## src/rtl/rice_core_pkg.sv

```systemverilog
// rice_core_pkg: shared types for the rice core pipeline.
//   rice_core_pc        - program counter / address (RICE_CORE_XLEN bits)
//   rice_core_inst      - 32-bit instruction word
//   rice_core_if_result - fetch stage result {valid, pc, inst}
//   RICE_CORE_NOP       - canonical no-op encoding (addi x0, x0, 0)
// The type set is generated by `RICE_CORE_DEFINE_TYPES so that the
// same declarations can be reproduced with another address width.

`ifndef RICE_CORE_PKG_TYPES_DEFINED
`define RICE_CORE_PKG_TYPES_DEFINED
`define RICE_CORE_DEFINE_TYPES(PW) \
  typedef logic [PW-1:0] rice_core_pc; \
  typedef logic [31:0] rice_core_inst; \
  typedef struct packed { \
    logic          valid; \
    rice_core_pc   pc; \
    rice_core_inst inst; \
  } rice_core_if_result;
`endif

package rice_core_pkg;
  localparam int RICE_CORE_XLEN = 32;

  `RICE_CORE_DEFINE_TYPES(RICE_CORE_XLEN)

  localparam rice_core_inst RICE_CORE_NOP = 32'h0000_0013;
endpackage

```

## src/rtl/rice_core_pipeline_if.sv

```systemverilog
// rice_core_pipeline_if: control/result bundle between the fetch stage
// and the execute stage.
//   stall     - execute cannot accept a new instruction; fetch holds its output
//   flush     - redirect; discards everything fetched so far
//   flush_pc  - target address of the redirect
//   if_result - instruction presented by the fetch stage
// Modports: if_stage (fetch side), ex_stage (execute side).

interface rice_core_pipeline_if;
  import rice_core_pkg::*;

  logic               stall;
  logic               flush;
  rice_core_pc        flush_pc;
  rice_core_if_result if_result;

  modport if_stage (input stall, input flush, input flush_pc, output if_result);
  modport ex_stage (output stall, output flush, output flush_pc, input if_result);
endinterface

```

## src/rtl/rice_core_if_fifo.sv

```systemverilog
// rice_core_if_fifo: synchronous FIFO, DEPTH entries (power of two) of WIDTH bits.
//   clk, rst       - clock, synchronous active-high reset (pointers only)
//   push, din      - write din when push (ignored when full and not popping)
//   pop, dout      - dout is the head entry; pop removes it (ignored when empty)
//   clear          - empties the FIFO, overrides push/pop
//   count          - number of stored entries
//   empty, full    - status flags

module rice_core_if_fifo #(
  parameter  int DEPTH = 2,
  parameter  int WIDTH = 64,
  localparam int AW    = (DEPTH > 1) ? $clog2(DEPTH) : 1,
  localparam int CW    = AW + 1
) (
  input  logic             clk,
  input  logic             rst,
  input  logic             push,
  input  logic [WIDTH-1:0] din,
  input  logic             pop,
  input  logic             clear,
  output logic [WIDTH-1:0] dout,
  output logic [CW-1:0]    count,
  output logic             empty,
  output logic             full
);
  logic [WIDTH-1:0] mem_q [DEPTH];
  logic [AW-1:0]    rd_ptr_q, rd_ptr_d;
  logic [AW-1:0]    wr_ptr_q, wr_ptr_d;
  logic [CW-1:0]    count_q, count_d;
  logic             do_push, do_pop;

  assign empty = (count_q == '0);
  assign full  = (count_q == CW'(DEPTH));
  assign count = count_q;
  assign dout  = mem_q[rd_ptr_q];

  always_comb begin
    do_push  = push && (!full || pop) && !clear;
    do_pop   = pop && !empty && !clear;
    rd_ptr_d = rd_ptr_q;
    wr_ptr_d = wr_ptr_q;
    count_d  = count_q;
    if (clear) begin
      rd_ptr_d = '0;
      wr_ptr_d = '0;
      count_d  = '0;
    end else begin
      // Pointers wrap naturally because DEPTH is a power of two.
      if (do_push) wr_ptr_d = wr_ptr_q + AW'(1);
      if (do_pop)  rd_ptr_d = rd_ptr_q + AW'(1);
      count_d = count_q + CW'(do_push) - CW'(do_pop);
    end
  end

  always_ff @(posedge clk) begin
    if (rst) begin
      rd_ptr_q <= '0;
      wr_ptr_q <= '0;
      count_q  <= '0;
    end else begin
      rd_ptr_q <= rd_ptr_d;
      wr_ptr_q <= wr_ptr_d;
      count_q  <= count_d;
    end
  end

  always_ff @(posedge clk) begin
    if (do_push) mem_q[wr_ptr_q] <= din;
  end
endmodule

```

## src/rtl/rice_core_if_stage.sv

```systemverilog
// rice_core_if_stage: instruction fetch stage of the rice core.
// Owns the fetch PC, issues word fetches on a valid/ready bus, buffers the
// in-order responses and presents them to decode through pipeline_if.
//   i_clk, i_rst        - clock, synchronous active-high reset
//   pipeline_if         - if_stage modport: stall/flush/flush_pc in, if_result out
//   o_inst_req_valid    - fetch request valid (held until accepted or flushed)
//   i_inst_req_ready    - bus accepts the request
//   o_inst_req_pc       - word-aligned fetch address
//   i_inst_resp_valid   - response valid (in order, never back-pressured)
//   i_inst_resp_data    - instruction word
// Optional (macro RICE_CORE_IF_PERF_EN):
//   o_fetch_count       - accepted requests, saturating
//   o_bubble_count      - cycles with !stall and an empty next if_result, saturating

module rice_core_if_stage
  import rice_core_pkg::*;
#(
  parameter int              XLEN        = 32,
  parameter logic [XLEN-1:0] RESET_PC    = '0,
  parameter int              FETCH_DEPTH = 2
) (
  input  logic                   i_clk,
  input  logic                   i_rst,
  rice_core_pipeline_if.if_stage pipeline_if,
  output logic                   o_inst_req_valid,
  input  logic                   i_inst_req_ready,
  output logic [XLEN-1:0]        o_inst_req_pc,
  input  logic                   i_inst_resp_valid,
  input  logic [31:0]            i_inst_resp_data
`ifdef RICE_CORE_IF_PERF_EN
  ,
  output logic [31:0]            o_fetch_count,
  output logic [31:0]            o_bubble_count
`endif
);
  localparam int CW = $clog2(FETCH_DEPTH) + 1;
  localparam int FW = XLEN + 32;

  logic               stall, flush;
  logic [XLEN-1:0]    flush_pc;
  logic [XLEN-1:0]    fetch_pc_q, fetch_pc_d;
  logic [XLEN-1:0]    resp_pc_q, resp_pc_d;
  logic [CW-1:0]      outstanding_q, outstanding_d;
  logic [CW-1:0]      drop_q, drop_d;
  rice_core_if_result if_result_q, if_result_d;
  logic               accept, resp_any, resp_keep;
  logic               fifo_push, fifo_pop, fifo_empty, fifo_full;
  logic [CW-1:0]      fifo_count;
  logic [FW-1:0]      fifo_din, fifo_dout;

  assign stall    = pipeline_if.stall;
  assign flush    = pipeline_if.flush;
  assign flush_pc = XLEN'(pipeline_if.flush_pc);

  assign pipeline_if.if_result = if_result_q;
  assign o_inst_req_pc         = fetch_pc_q;
  assign fifo_din              = {resp_pc_q, i_inst_resp_data};

  // Request / bus bookkeeping.
  // outstanding_q counts every request still owed a response, including
  // ones already condemned by a flush; drop_q says how many of the oldest
  // of those must be thrown away. Gating new requests on the full count
  // keeps drop_q bounded by FETCH_DEPTH even under back-to-back redirects.
  always_comb begin
    o_inst_req_valid = !i_rst && !flush && !fifo_full &&
                       ((CW+1)'(outstanding_q) + (CW+1)'(fifo_count) < (CW+1)'(FETCH_DEPTH));
    accept    = o_inst_req_valid && i_inst_req_ready;
    resp_any  = i_inst_resp_valid && (outstanding_q != '0);
    resp_keep = resp_any && !flush && (drop_q == '0);

    outstanding_d = outstanding_q + CW'(accept) - CW'(resp_any);

    fetch_pc_d = fetch_pc_q;
    resp_pc_d  = resp_pc_q;
    drop_d     = drop_q;
    if (flush) begin
      fetch_pc_d = flush_pc;
      resp_pc_d  = flush_pc;
      drop_d     = outstanding_d;
    end else begin
      if (accept)                       fetch_pc_d = fetch_pc_q + XLEN'(4);
      if (resp_keep)                    resp_pc_d  = resp_pc_q + XLEN'(4);
      if (resp_any && drop_q != '0)     drop_d     = drop_q - CW'(1);
    end
  end

  // Output register. When the buffer is empty a kept response bypasses
  // straight into if_result so a zero-wait bus sustains one per cycle.
  always_comb begin
    if_result_d = if_result_q;
    fifo_push   = 1'b0;
    fifo_pop    = 1'b0;
    if (flush) begin
      if_result_d.valid = 1'b0;
    end else if (!stall) begin
      if (!fifo_empty) begin
        if_result_d.valid = 1'b1;
        if_result_d.pc    = rice_core_pc'(fifo_dout[FW-1:32]);
        if_result_d.inst  = fifo_dout[31:0];
        fifo_pop          = 1'b1;
        fifo_push         = resp_keep;
      end else if (resp_keep) begin
        if_result_d.valid = 1'b1;
        if_result_d.pc    = rice_core_pc'(resp_pc_q);
        if_result_d.inst  = i_inst_resp_data;
      end else begin
        if_result_d.valid = 1'b0;
      end
    end else begin
      fifo_push = resp_keep;
    end
  end

  always_ff @(posedge i_clk) begin
    if (i_rst) begin
      fetch_pc_q    <= RESET_PC;
      resp_pc_q     <= RESET_PC;
      outstanding_q <= '0;
      drop_q        <= '0;
      if_result_q   <= '0;
    end else begin
      fetch_pc_q    <= fetch_pc_d;
      resp_pc_q     <= resp_pc_d;
      outstanding_q <= outstanding_d;
      drop_q        <= drop_d;
      if_result_q   <= if_result_d;
    end
  end

  rice_core_if_fifo #(
    .DEPTH (FETCH_DEPTH),
    .WIDTH (FW)
  ) u_fifo (
    .clk   (i_clk),
    .rst   (i_rst),
    .push  (fifo_push),
    .din   (fifo_din),
    .pop   (fifo_pop),
    .clear (flush),
    .dout  (fifo_dout),
    .count (fifo_count),
    .empty (fifo_empty),
    .full  (fifo_full)
  );

`ifdef RICE_CORE_IF_PERF_EN
  function automatic logic [31:0] sat_inc(input logic [31:0] v, input logic en);
    return (en && v != '1) ? v + 32'd1 : v;
  endfunction

  logic [31:0] fetch_count_q, fetch_count_d;
  logic [31:0] bubble_count_q, bubble_count_d;

  always_comb begin
    fetch_count_d  = sat_inc(fetch_count_q, accept);
    bubble_count_d = sat_inc(bubble_count_q, !stall && !if_result_d.valid);
  end

  always_ff @(posedge i_clk) begin
    if (i_rst) begin
      fetch_count_q  <= '0;
      bubble_count_q <= '0;
    end else begin
      fetch_count_q  <= fetch_count_d;
      bubble_count_q <= bubble_count_d;
    end
  end

  assign o_fetch_count  = fetch_count_q;
  assign o_bubble_count = bubble_count_q;
`endif
endmodule

```

## src/flat_wrapper.sv

```systemverilog
// flat-port wrapper written by rule: the top's interface ports become plain ports
module rice_core_if_stage_flat import rice_core_pkg::*;
#(
  parameter int              XLEN        = 32,
  parameter logic [XLEN-1:0] RESET_PC    = '0,
  parameter int              FETCH_DEPTH = 2
)
  (i_clk, i_rst, o_inst_req_valid, i_inst_req_ready, o_inst_req_pc, i_inst_resp_valid, i_inst_resp_data, pipeline_if_stall, pipeline_if_flush, pipeline_if_flush_pc, pipeline_if_if_result);
  rice_core_pipeline_if pipeline_if_i ();
  input  logic i_clk;
  input  logic i_rst;
  output logic o_inst_req_valid;
  input  logic i_inst_req_ready;
  output logic [XLEN-1:0] o_inst_req_pc;
  input  logic i_inst_resp_valid;
  input  logic [31:0] i_inst_resp_data;
  input wire logic [$bits(pipeline_if_i.stall)-1:0] pipeline_if_stall;
  input wire logic [$bits(pipeline_if_i.flush)-1:0] pipeline_if_flush;
  input wire logic [$bits(pipeline_if_i.flush_pc)-1:0] pipeline_if_flush_pc;
  output wire logic [$bits(pipeline_if_i.if_result)-1:0] pipeline_if_if_result;
  assign pipeline_if_i.stall = pipeline_if_stall;
  assign pipeline_if_i.flush = pipeline_if_flush;
  assign pipeline_if_i.flush_pc = pipeline_if_flush_pc;
  assign pipeline_if_if_result = pipeline_if_i.if_result;
  rice_core_if_stage #(.XLEN(XLEN), .RESET_PC(RESET_PC), .FETCH_DEPTH(FETCH_DEPTH)) u_core (.i_clk(i_clk), .i_rst(i_rst), .pipeline_if(pipeline_if_i), .o_inst_req_valid(o_inst_req_valid), .i_inst_req_ready(i_inst_req_ready), .o_inst_req_pc(o_inst_req_pc), .i_inst_resp_valid(i_inst_resp_valid), .i_inst_resp_data(i_inst_resp_data));
endmodule
```

## config.mk

```make
export PLATFORM = sky130hd
export DESIGN_NAME = rice_core_if_stage_flat
export DESIGN_NICKNAME = d
export VERILOG_FILES = /design/src/rtl/rice_core_pkg.sv /design/src/rtl/rice_core_pipeline_if.sv /design/src/rtl/rice_core_if_fifo.sv /design/src/rtl/rice_core_if_stage.sv /design/src/flat_wrapper.sv
export SDC_FILE = /design/constraint.sdc
export NUM_CORES = 1
export LEC_CHECK = 0
export ABC_AREA = 1
export CAP_MARGIN = 10
export CORE_MARGIN = 10
export CORE_UTILIZATION = 50
export CTS_CLUSTER_DIAMETER = 200
export DETAILED_ROUTE_END_ITERATION = 10
export GPL_TIMING_DRIVEN = 0
export PLACE_DENSITY = 0.8
export SLEW_MARGIN = 20
export SYNTH_ARGS = -nofsm -noshare
export SYNTH_HDL_FRONTEND = slang
export SYNTH_HIERARCHICAL = 1
export SYNTH_SLANG_ARGS = --single-unit
```

## constraint.sdc

```tcl
create_clock -name i_clk -period 5.49 [get_ports i_clk]
set_clock_uncertainty 0.15 [all_clocks]
set_input_delay 1.3725 -clock i_clk [delete_from_list [all_inputs] [get_ports i_clk]]
set_output_delay 1.3725 -clock i_clk [all_outputs]
set_load 0.02 [all_outputs]
```

# == Word-level counts from Yosys, hierarchy flattened ==
# Memories as Yosys holds them, arrays and structs flattened. A register that Yosys moved wholly into a read port is not among the register bits.
# Index checks and enable logic that the tools add are counted.
# classes
order_cmp,1
eq_ne,2
n_reduce_logical,26
n_bitwise,2
n_mux,19
addsub,10
# ops
operator,count
$mux W32,4
$mux W65,1
$add A32 B3 Y32 const B,2
$mux W64,1
$logic_and A1 B1 Y1,12
$mux W1,11
$reduce_bool A2 Y1,5
$add A2 B1 Y2,2
$logic_not A1 Y1,4
$logic_not A2 Y1,2
$mux W2,2
$sub A2 B1 Y2,2
$add A2 B2 Y3,1
$lt A3 B2 Y1 const B,1
$reduce_and A3 Y1,1
$add A1 B1 Y1 const B,2
$eq A2 B2 Y1 const B,1
$ne A2 B1 Y1 const B,1
$not A1 Y1,2
$reduce_or A2 Y1,1
$sub A2 B1 Y2 const B,1
$logic_or A1 B1 Y1,1
# word_totals
output_inout_bits,98
elab_cells,71
in_bits,70
reg_bits,137
n_memories,1
mem_bits_rw,128
# mem_list
name,words,width,rd,rd_clocked_by_memory_dff,wr,line,rtl
u_core.u_fifo.mem_q,2,64,1,1,1,rice_core_if_fifo.sv:26,logic [WIDTH-1:0] mem_q [DEPTH];

# == Longest topological paths before layout ==
# logic_depth
word_depth,11
depth_mapped,16
ltp_nobuf,16

# == Modules after synthesis ==
# The synthesis kept the hierarchy.
# modules_own_cells
mod,seq_area_each_um2,instances,cells_each,area_each_um2
rice_core_if_stage,2662.6,1,1170,7414.6
rice_core_if_fifo,3943.8,1,237,5176.2

# == Worst setup path after synthesis ==
# OpenSTA, ideal clock, no wires.
# synth_timing
path_type,input to register
from,in i_inst_resp_valid
to,"mem u_core.u_fifo.mem_q[0][0], enable pin"
slack_ns,0.109
path_stages,8
arrival_time_ns,4.745
path_buffers,0
required_ns,4.854
path_cell_list,o21ai_2 nor2_8 nand2_4 a21oi_1 inv_1 nor2_1 nand2_1 nor2_1
# synth_between
elab_chain_cells,10
# synth_rtl
item,line,rtl
start: declaration,flat_wrapper.sv:15,input logic i_inst_resp_valid;
$logic_and A1 B1 Y1 (*),rice_core_if_stage.sv:68,resp_any = i_inst_resp_valid && (outstanding_q != '0);
$logic_and A1 B1 Y1 (*) (2 in a row),rice_core_if_stage.sv:69,resp_keep = resp_any && !flush && (drop_q == '0);
$mux W1,rice_core_if_stage.sv:96,if (!fifo_empty) begin
$mux W1 (*),rice_core_if_stage.sv:95,end else if (!stall) begin
$mux W1 (*),rice_core_if_stage.sv:93,if (flush) begin
via u_core.fifo_push,rice_core_if_stage.sv:47,"logic fifo_push, fifo_pop, fifo_empty, fifo_full;"
$logic_and A1 B1 Y1 (*) (2 in a row),rice_core_if_fifo.sv:38,do_push = push && (!full || pop) && !clear;
$mux W1 (*),rice_core_if_fifo.sv:68,if (do_push) mem_q[wr_ptr_q] <= din;
$mux W1 (not written as such) (*),rice_core_if_fifo.sv:68,
end: declaration,rice_core_if_fifo.sv:26,
# Mark *: on every way through the listed nets, which the timed path passes. The rest lies on a longest branch.

# == Final worst setup path ==
# layout_timing
from,in pipeline_if_flush
to,out o_inst_req_valid
# layout_between
elab_chain_cells,4
# layout_rtl
item,line,rtl
start: declaration,flat_wrapper.sv:18,input wire logic [$bits(pipeline_if_i.flush)-1:0] pipeline_if_flush;
$logic_not A1 Y1,rice_core_if_stage.sv:65,o_inst_req_valid = !i_rst && !flush && !fifo_full &&
$logic_and A1 B1 Y1 (3 in a row),rice_core_if_stage.sv:65,
end: declaration,flat_wrapper.sv:12,output logic o_inst_req_valid;
# No other way between the ends.

==> reports/summary.md <==
The highest cell delay on the worst timing path came out at 630 ps. The critical path's most frequent cell is clkdlybuf4s50_1. CTS placed an instance of clkbuf_16 at the clock tree root. The critical path capture point type was an output port.

At the pin with the least slew margin, the transition time is 856 ps. No sink is reached through more buffers than the 3 on the longest clock path. The cell type contributing the most total cell area after synthesis was edfxtp_1. The worst setup path startpoint is pipeline_if_flush.

The tools report the proportion of power drawn by flip-flops and latches as 0.472. After clock tree synthesis, the clock-pin slew on the worst setup and hold paths is 60 ps. The via count of the routed design was 10600. The worst ir drop on vdd came out at 0.307 mV. The cell with the most instances after synthesis is nand2_1.

TritonCTS created 27 clock buffers. After routing the design area is 15600 um^2. For the final-report max-slew violation count, the log shows 0.

The type of element launching the critical path was an input port. The worst setup path is of the input port to output port kind. The highest fanout seen on the critical path is 10, and the xor/xnor cell area share of the yosys netlist is 0.0104. The post-route clock period utilization was 0.854. The busiest layer in global routing was met2.

The mapped cell area is 12600 um^2, and the maximum level of the CTS H-tree is 1. The synthesized design contains 266 register bits. The global router's overall resource usage was 0.221; the number of top-level design ports was 168. The die is 179 um tall. The ratio of cells with drive above 1 in the final layout came out at 0.0990. Area share of fa/ha/maj cells after synthesis: 0.00855. In this run the worst setup path terminates at o_inst_req_valid. The number of routed nets with antenna violations is 0. The run gives 0.377 as the met2 capacity usage during global routing. The register area share after synthesis came out at 0.525. In this run the register-to-register setup slack is 2550 ps. The average instance in the mapped netlist occupies 8.95 um^2. The average via count per standard cell was 5.44; the residual DRC count was 0. The number of synthesized flops with an enable pin was 128; the number of rows in the core area was 58. By area the synthesized netlist is led by edfxtp_1 (31%), dfxtp_1 (22%), nand2_1 (9.7%), mux2_4 (7.2%), nor2_1 (5.7%).

Count of final setup violators: 0. The dominant combinational cell family by area after synthesis is simple AND/OR/NAND/NOR gates. The area growth from synthesis to layout is 24.1%. The logs give 306 ps for the final hold slack and 14700 um^2 for the placement-stage cell area. Static timing analysis puts the maximum clock frequency at 213 MHz.

Walking the worst path, the cells encountered are clkdlybuf4s50_1, buf_6, inv_6, nand2_2, nor3_1, clkdlybuf4s50_1. Input and output buffers added on the ports amount to 167. After detailed routing, the average wire length per cell comes to 18.6 um. The headroom to the max-slew limit came out at 0.430. At the end of routability-driven placement, the weighted congestion stood at 0.931. TritonCTS built the clock tree.

The die covers 31900 um^2. The end-of-flow core utilization is 0.626, and the switching power summed over all nets is 1.31 mW. The cell with the largest stage delay on the worst path is clkdlybuf4s50_1. The tool flagged a number of max-cap violations equal to 0.

The flip-flop cell with the highest count after synthesis is dfxtp_1. The number of violations reported at the end of detailed-routing iteration 0 came out at 1019. The clock drives 266 sinks. Data arrival time at the worst-slack endpoint: 3160 ps. The via count of the first global-routing pass is 10600, and the count of unique library cells instantiated by Yosys is 43. The run gives 0.276 as the global-route track usage on met1. The end of the worst register-to-register path was u_core/u_fifo/count[1]. The switching portion of total power was 0.267. The top cell family by delay on the critical path is buffers and inverters.

The core region is 25000 um^2. In this run, post-CTS repair resized a total of 0 instances. The number of antenna violations at the first check in global routing is 0, and the multiplexer share of the synthesized area is 0.0918. Post-CTS timing repair inserted 0 buffers for setup. The leakage component of the power is 6.24 nW.

Setup repair after global routing left no endpoint under its margin. The clock power share was 0.372. The wire-length estimate of the detail-placed layout is 26500 um. When the netlist entered floorplanning its net count stood at 1485. For the global routing usage on met3, the log shows 0.0428. The flow ran to the end, and the final reports show no timing, DRC or antenna violations. The first global-routing pass estimated 56100 um of wire. Simple-gate share of the synthesized area: 0.196. 0 antenna diodes ended up in the layout. After technology mapping, the gate count stands at 1407. The cell-internal power is 3.59 mW, and the initial cell density of the core is 0.504. The logic depth of the worst setup path including buffers was 6. Data on the critical path is required at its endpoint by 3970 ps.

The final critical delay including setup and external delays works out to 4690 ps. The top cell type's share of synthesized area works out to 0.305. The critical path contains buffers and inverters numbering 4 combined. Wires add up to 36300 um. The tools report the critical register-to-register path startpoint as u_core/u_fifo/count[1]. The pre-antenna-repair detailed-routing pass consisted of 6 iterations. Synthesized-area fraction occupied by ao, oa, aoi and oai cells: 0.0999. The aggregate global routing overflow is 0, and the number of hold-slack violations in the final timing report is 0. The final worst setup slack was 804 ps.

The worst hold-check path type was flip-flop to flip-flop. Yosys printed 6 warnings. The portion of total power attributed to combinational logic is 0.156. The proportion of register bits with asynchronous set or reset after synthesis was 0; the hold-fix buffer count after cts was 0. Ranked by instance count, the synthesized netlist is headed by nand2_1 (326), nor2_1 (192), dfxtp_1 (138).

The floorplan die width was 179 um; the post-placement setup slack was 788 ps. Counting cells, the worst reg-to-reg path comes to 13. Entering global routing, the biggest net connects 37 pins. The later-pin clock latency in the skew report is 520 ps, and the summed negative setup slack over all endpoints is 0 ps. The ratio of total power to cell area is 313 nW/um^2, and the number of nets at the end of the flow is 1684.
==> worst min-delay path by stage <==
stage	from	slack, ps	endpoint	cells past startpoint
detailed placement	u_core/resp_pc_q[1]	290	u_core/u_fifo/mem_q[0][33]	0
finish	u_core/resp_pc_q[1]	310	u_core/u_fifo/mem_q[0][33]	0
CTS	u_core/resp_pc_q[1]	300	u_core/u_fifo/mem_q[1][33]	0
global route	u_core/resp_pc_q[1]	330	u_core/u_fifo/mem_q[0][33]	0
floorplan	u_core/resp_pc_q[1]	280	u_core/u_fifo/mem_q[0][33]	0
global placement	u_core/resp_pc_q[1]	280	u_core/u_fifo/mem_q[0][33]	0
==> registers in the layout, indices dropped and copies added (netlist names), named ones only <==
register                      cells
u_core/u_fifo/mem_q             128
u_core/pipeline_if.if_result     65
u_core/o_inst_req_pc             32
u_core/resp_pc_q                 32
u_core/drop_q                     2
u_core/outstanding_q              2
u_core/u_fifo/count               2
u_core/u_fifo/rd_ptr_q            1
u_core/u_fifo/wr_ptr_q            1
==> through the flow <==
step           power, mW  cells
6_report            4.90   1956
5_1_grt             5.08   1956
4_1_cts             4.92   1956
3_5_place_dp        3.10   1907
3_3_place_gp        3.07   1904
2_1_floorplan       2.75   1407
==> metal layers <==
metal / share of wire / vias to the layer above
met5: 0 / -
li1: - / 5082
met3: 0.095 / 79
met1: 0.41 / 4972
met4: 0.030 / 0
met2: 0.47 / 505
==> layout make-up <==
type	instances	area [um^2]
Buffer	59	395
Clock inverter	14	150
Tap cell	330	413
Sequential cell	266	6610
Multi-Input combinational cell	959	5130
Inverter	123	469
Clock buffer	35	726
Fill cell	2031	9340
Timing Repair Buffer	170	1730
==> logic make-up after synthesis <==
family / count (synthesis)
buffers and inverters: 182
flip-flops: 266
adder cells (fa/ha/maj): 8
AND/OR/NAND/NOR: 610
AO/OA/AOI/OAI: 241
XOR/XNOR: 15
multiplexers: 85
==> cells in the final DEF (no fill, tap or decap), types with 60 or more instances in the layout <==
cell               n
edfxtp_1         128
nor2_1           191
nand3_1           65
dfxtp_1          138
o21ai_0          109
clkdlybuf4s50_1  167
a21oi_1           81
mux2_4            60
nand2_1          326
inv_1            118
==> power by group through the flow <==
stage	clock [mW]	combinational, mW	sequential, mW
floorplan	0	0.358	2.40
global placement	0	0.729	2.35
detailed placement	0	0.750	2.35
CTS	1.85	0.760	2.31
global route	1.93	0.833	2.33
finish	1.82	0.764	2.31
(Power assumes the default switching activity.)
